### config.mk
export PLATFORM = sky130hd
export DESIGN_NAME = xy_mod2_master
export DESIGN_NICKNAME = d
export VERILOG_FILES = /design/src/rtl/xy_mod2_master.sv
export SDC_FILE = /design/constraint.sdc
export NUM_CORES = 1
export LEC_CHECK = 0
export BUFFER_PORTS_ARGS = -buffer_cell sky130_fd_sc_hd__buf_4
export CELL_PAD_IN_SITES_DETAIL_PLACEMENT = 0
export CELL_PAD_IN_SITES_GLOBAL_PLACEMENT = 1
export CORE_MARGIN = 4
export CORE_UTILIZATION = 30
export DETAILED_ROUTE_END_ITERATION = 6
export PLACE_DENSITY = 0.73
export SYNTH_ARGS = -nofsm -noshare
export SYNTH_HDL_FRONTEND = slang
export SYNTH_SLANG_ARGS = --single-unit
### constraint.sdc
create_clock -name CLK -period 1.35 [get_ports CLK]
set_input_delay 0.2025 -clock CLK [delete_from_list [all_inputs] [get_ports CLK]]
set_output_delay 0.2025 -clock CLK [all_outputs]
set_load 0.02 [all_outputs]
### src/rtl/xy_mod2_master.sv
// rtl/xy_mod2_master.sv - bus initiator: writes x,y to the xy-modulo peripheral and reads back x % (x - y)
// Optional divisor-zero shortcut enabled by defining XY_ZERO_CHECK_EN.
module xy_mod2_master #(
  parameter int DATA_W = 16,
  parameter int RES_W  = 32,
  parameter int SETTLE = 1
) (
  input  logic              CLK,
  input  logic              RST,
  input  logic              start,
  input  logic [DATA_W-1:0] x_in,
  input  logic [DATA_W-1:0] y_in,
  output logic              busy,
  output logic              done,
  output logic [RES_W-1:0]  result,
  output logic              err,
  output logic [DATA_W-1:0] BUS_D,
  output logic [1:0]        BUS_ADDR,
  output logic              BUS_W,
  output logic              BUS_R,
  output logic              BUS_E,
  input  logic [RES_W-1:0]  BUS_OUT
);

  typedef enum logic [2:0] {
    ST_IDLE, ST_WR_X, ST_WR_Y, ST_SETTLE, ST_RD_REQ, ST_RD_CAP, ST_DONE, ST_ZCHK
  } state_t;

  localparam logic [3:0] SETTLE_LOAD = (SETTLE > 0) ? 4'(SETTLE - 1) : 4'd0;

  state_t            state, state_nxt;
  logic [DATA_W-1:0] y_q;
  logic [3:0]        cnt;
  logic              zero_div;

  logic              busy_d, done_d, bus_w_d, bus_r_d;
  logic [1:0]        addr_d;
  logic [DATA_W-1:0] d_d;

`ifdef XY_ZERO_CHECK_EN
  assign zero_div = (x_in == y_in);
`else
  assign zero_div = 1'b0;
`endif

  // state and all outputs are registered; outputs are derived from the next state
  always_ff @(posedge CLK) begin
    if (RST) begin
      state    <= ST_IDLE;
      y_q      <= '0;
      cnt      <= '0;
      busy     <= 1'b0;
      done     <= 1'b0;
      result   <= '0;
      err      <= 1'b0;
      BUS_D    <= '0;
      BUS_ADDR <= '0;
      BUS_W    <= 1'b0;
      BUS_R    <= 1'b0;
      BUS_E    <= 1'b0;
    end else begin
      state    <= state_nxt;
      busy     <= busy_d;
      done     <= done_d;
      BUS_D    <= d_d;
      BUS_ADDR <= addr_d;
      BUS_W    <= bus_w_d;
      BUS_R    <= bus_r_d;
      BUS_E    <= bus_w_d | bus_r_d;
      if (state == ST_IDLE && start)
        y_q <= y_in;
      if (state_nxt == ST_SETTLE && state != ST_SETTLE)
        cnt <= SETTLE_LOAD;
      else if (state == ST_SETTLE)
        cnt <= cnt - 4'd1;
      if (state == ST_RD_CAP) begin
        result <= BUS_OUT;
        err    <= 1'b0;
      end else if (state == ST_ZCHK) begin
        result <= '0;
        err    <= 1'b1;
      end
    end
  end

  always_comb begin
    state_nxt = state;
    case (state)
      ST_IDLE:   if (start) state_nxt = zero_div ? ST_ZCHK : ST_WR_X;
      ST_WR_X:   state_nxt = ST_WR_Y;
      ST_WR_Y:   state_nxt = (SETTLE == 0) ? ST_RD_REQ : ST_SETTLE;
      ST_SETTLE: if (cnt == 4'd0) state_nxt = ST_RD_REQ;
      ST_RD_REQ: state_nxt = ST_RD_CAP;
      ST_RD_CAP: state_nxt = ST_DONE;
      ST_ZCHK:   state_nxt = ST_DONE;
      ST_DONE:   state_nxt = ST_IDLE;
      default:   state_nxt = ST_IDLE;
    endcase
  end

  // WR_X is only entered from IDLE, so x is taken straight from the accept-cycle input
  always_comb begin
    busy_d  = (state_nxt != ST_IDLE);
    done_d  = (state_nxt == ST_DONE);
    bus_w_d = 1'b0;
    bus_r_d = 1'b0;
    addr_d  = 2'd0;
    d_d     = '0;
    case (state_nxt)
      ST_WR_X: begin
        bus_w_d = 1'b1;
        d_d     = x_in;
      end
      ST_WR_Y: begin
        bus_w_d = 1'b1;
        addr_d  = 2'd1;
        d_d     = y_q;
      end
      ST_RD_REQ: begin
        bus_r_d = 1'b1;
        addr_d  = 2'd2;
      end
      default: ;
    endcase
  end

endmodule

==> results.toml <==
[route]
first_pass_iters = 4
wire_per_inst_microns = 13.9
drc = 0
routed_wl_microns = 8220
num_vias = 2801
drt_iter0_markers = 100
final_antenna_net_count = 0
viasPerCell = 4.75

[timing]
hold_viol_final = 0
worst_pin_slew_ns = 0.224
slew_violations = 0
maxSlewHeadroom_pct = 85.0
rsz0062_at_grt = "yes"
fin_ws_ns = -0.0469
fin_crit_sh_pct = 103
fin_setup_tns_ns = -0.729
setup_viol = 27
final.min_clock_period_ns = 1.40
clock_skew_ns = 0.0118
fmax_mhz = 716

[cells_and_area]
final_layout_size_suffix_gt1_share_pct = 41.9
syn_to_final_growth_pct = 54.8
n_antenna_cell = 0
nNetsFinal = 524

[worst_setup_path]
cp_max_fo = 16
arrival_ns = 1.63
path_class = "reg2reg"
start_kind = "flop"
end_kind = "flop"
cp_data_required_time_ns = 1.59

[clock_tree]
cts-htree-levels = 3
cts_tree = "built"
cts_hold_buf = 0
clock_latency_ns = 0.35
clock_path_buffers = 2
numCtsBuffers = 9
cts_sinks = 79
cts-root-buf = "clkbuf_8"
clk_pin_slew_ns = 0.09

[logic_synthesis]
synthArstFlopShare_pct = 0
synthTopCellsByArea = "dfxtp_1, a21oi_1, nand2_1"
synth_top_area_share_pct = 55.1
yosysMostFrequentCell = "dfxtp_1"
syn_inst = 320
ys.flop_type = "dfxtp_1"
synth_area_per_cell_sq_um = 8.97
yosys_register_bits = 79
ys_top_cells_by_count = "dfxtp_1, nand2_1, a21oi_1"
synth_edf_count = 0
ys_warn_count = 0
syn_nets = 388
synth_top_cell_by_area = "dfxtp_1"
synth.cell_area_sq_mm = 0.00287
seq_area_frac_synth_pct = 55.1
synth.distinct_cells = 30

[outcome]
violations = "setup timing"
status = "finished with violations"

[place]
dp_slack_ns = -0.150
port_buffers = 122
place_congestion = 0.756
place_hpwl_microns = 5760

[power_and_ir_drop]
max-vdd-ir-drop_uv = 647
power_density_mw_per_mm2 = 1250
p_leak_nw = 1.86

[hold_path]
hold_class = "in2reg"

[floorplanning]
initial_utilization_pct = 30.9
fp.dieW_microns = 106
die_area_sq_mm = 0.0112
row_count = 35
die_h_microns = 106
ios = 123
coreArea_sq_mm = 0.00928

[global_route]
antenna_found_initial = 0
grt_max_degree = 29
grt_pass1_vias = 2757
grt_use_total_pct = 14.7
grt_pass1_wl_microns = 13300
gr-total-overflow = 0

[flow_run]
cap_violations = 0
==> per-stage QoR <==
stage                     cell area, sq um  hold WS [ns]  power [mW]  utilization, %  instances
after global placement                4040         0.422        3.61            43.5        568
after floorplan                       2880         0.335        3.16               -        320
after detailed placement              4040         0.424        3.62            43.5        568
after global routing                  4440        0.0485        5.82            47.8        590
after CTS                             4390        0.0564        5.56            47.3        587
final                                 4440        0.0680        5.54            47.8        590
==> where the power goes <==
group          switching (mW)  leakage (nW)  internal [mW]
clock network           0.891         0.106          0.915
logic                   0.618          1.11          0.578
registers              0.0642         0.643           2.47
total                    1.57          1.86           3.96
==> state kept, by name (all words and copies together) (netlist names) <==
register and cells:
BUS_ADDR 2, state 3, BUS_R 1, busy 1, result 32, err 1
done 1, BUS_E 1, BUS_D 16, cnt 4, y_q 16, BUS_W 1
==> cell families after synthesis <==
family	after synthesis	share of synthesized area, %
flops	79	55.1
fa+ha+maj	1	0.436
mux	1	0.392
compound gates	75	15.4
simple gates	131	23.3
buf+inv	33	5.28
==> worst paths after layout <==
| kind | start | endpoint | slack, ns | depth (start not counted) |
|---|---|---|---|---|
| max | state[2] | y_q[11] | -0.05 | 4 |
| min | x_in[6] | BUS_D[6] | 0.07 | 2 |
| max reg2reg | state[2] | y_q[11] | -0.05 | 4 |
| min reg2reg | result[6] | result[6] | 0.45 | 2 |
==> worst max-delay path: stages, from the launching register on <==
cell and delay, ns:
dfxtp_2 0.32, or4b_4 0.64, buf_12 0.20, nand2_1 0.08, a21oi_2 0.05
==> area by class of cell <==
class,instances,area [sq um]
clock buffers,10,138
clock inverters,6,70.1
fillers,926,4840
inverters,3,15.0
multi-input cells,210,1220
flip-flops and latches,79,1590
well taps,129,161
repair buffers,153,1250
==> cells in the final DEF, fill, tap and decap left out, types with 2 or more instances in the layout <==
master | netlist | layout
buf_4 | 0 | 143
dfxtp_1 | 79 | 76
nand2_1 | 70 | 69
a21oi_1 | 55 | 54
nand4_1 | 32 | 32
a22o_1 | 16 | 16
clkbuf_8 | 0 | 10
nor2_1 | 7 | 6
clkinv_4 | 0 | 4
buf_6 | 2 | 4
buf_12 | 0 | 4
nor2_4 | 0 | 3
nor3_1 | 5 | 3
dfxtp_2 | 0 | 3
inv_2 | 0 | 2
nand3b_1 | 2 | 2
nor2b_1 | 2 | 2
or3b_2 | 3 | 2
nor3_2 | 0 | 2
==> routing by layer <==
layer | global-route usage (%) | up-vias | part of all wire [%]
li1 | - | 1389 | -
met1 | 18.1 | 1278 | 42
met2 | 22.9 | 125 | 45
met3 | 7.10 | 9 | 12
met4 | 4.16 | 0 | 1.0
met5 | 0 | - | 0
==> repair_timing <==
| item | 4_1_cts | 5_1_grt |
|---|---|---|
| setup buffers | 0 | 3 |
| gates cloned | 3 | 0 |
| endpoints found under the setup margin | 74 | 65 |
| pin swaps | 13 | 7 |
| resized for setup | 22 | 9 |
(Power assumes the default switching activity.)
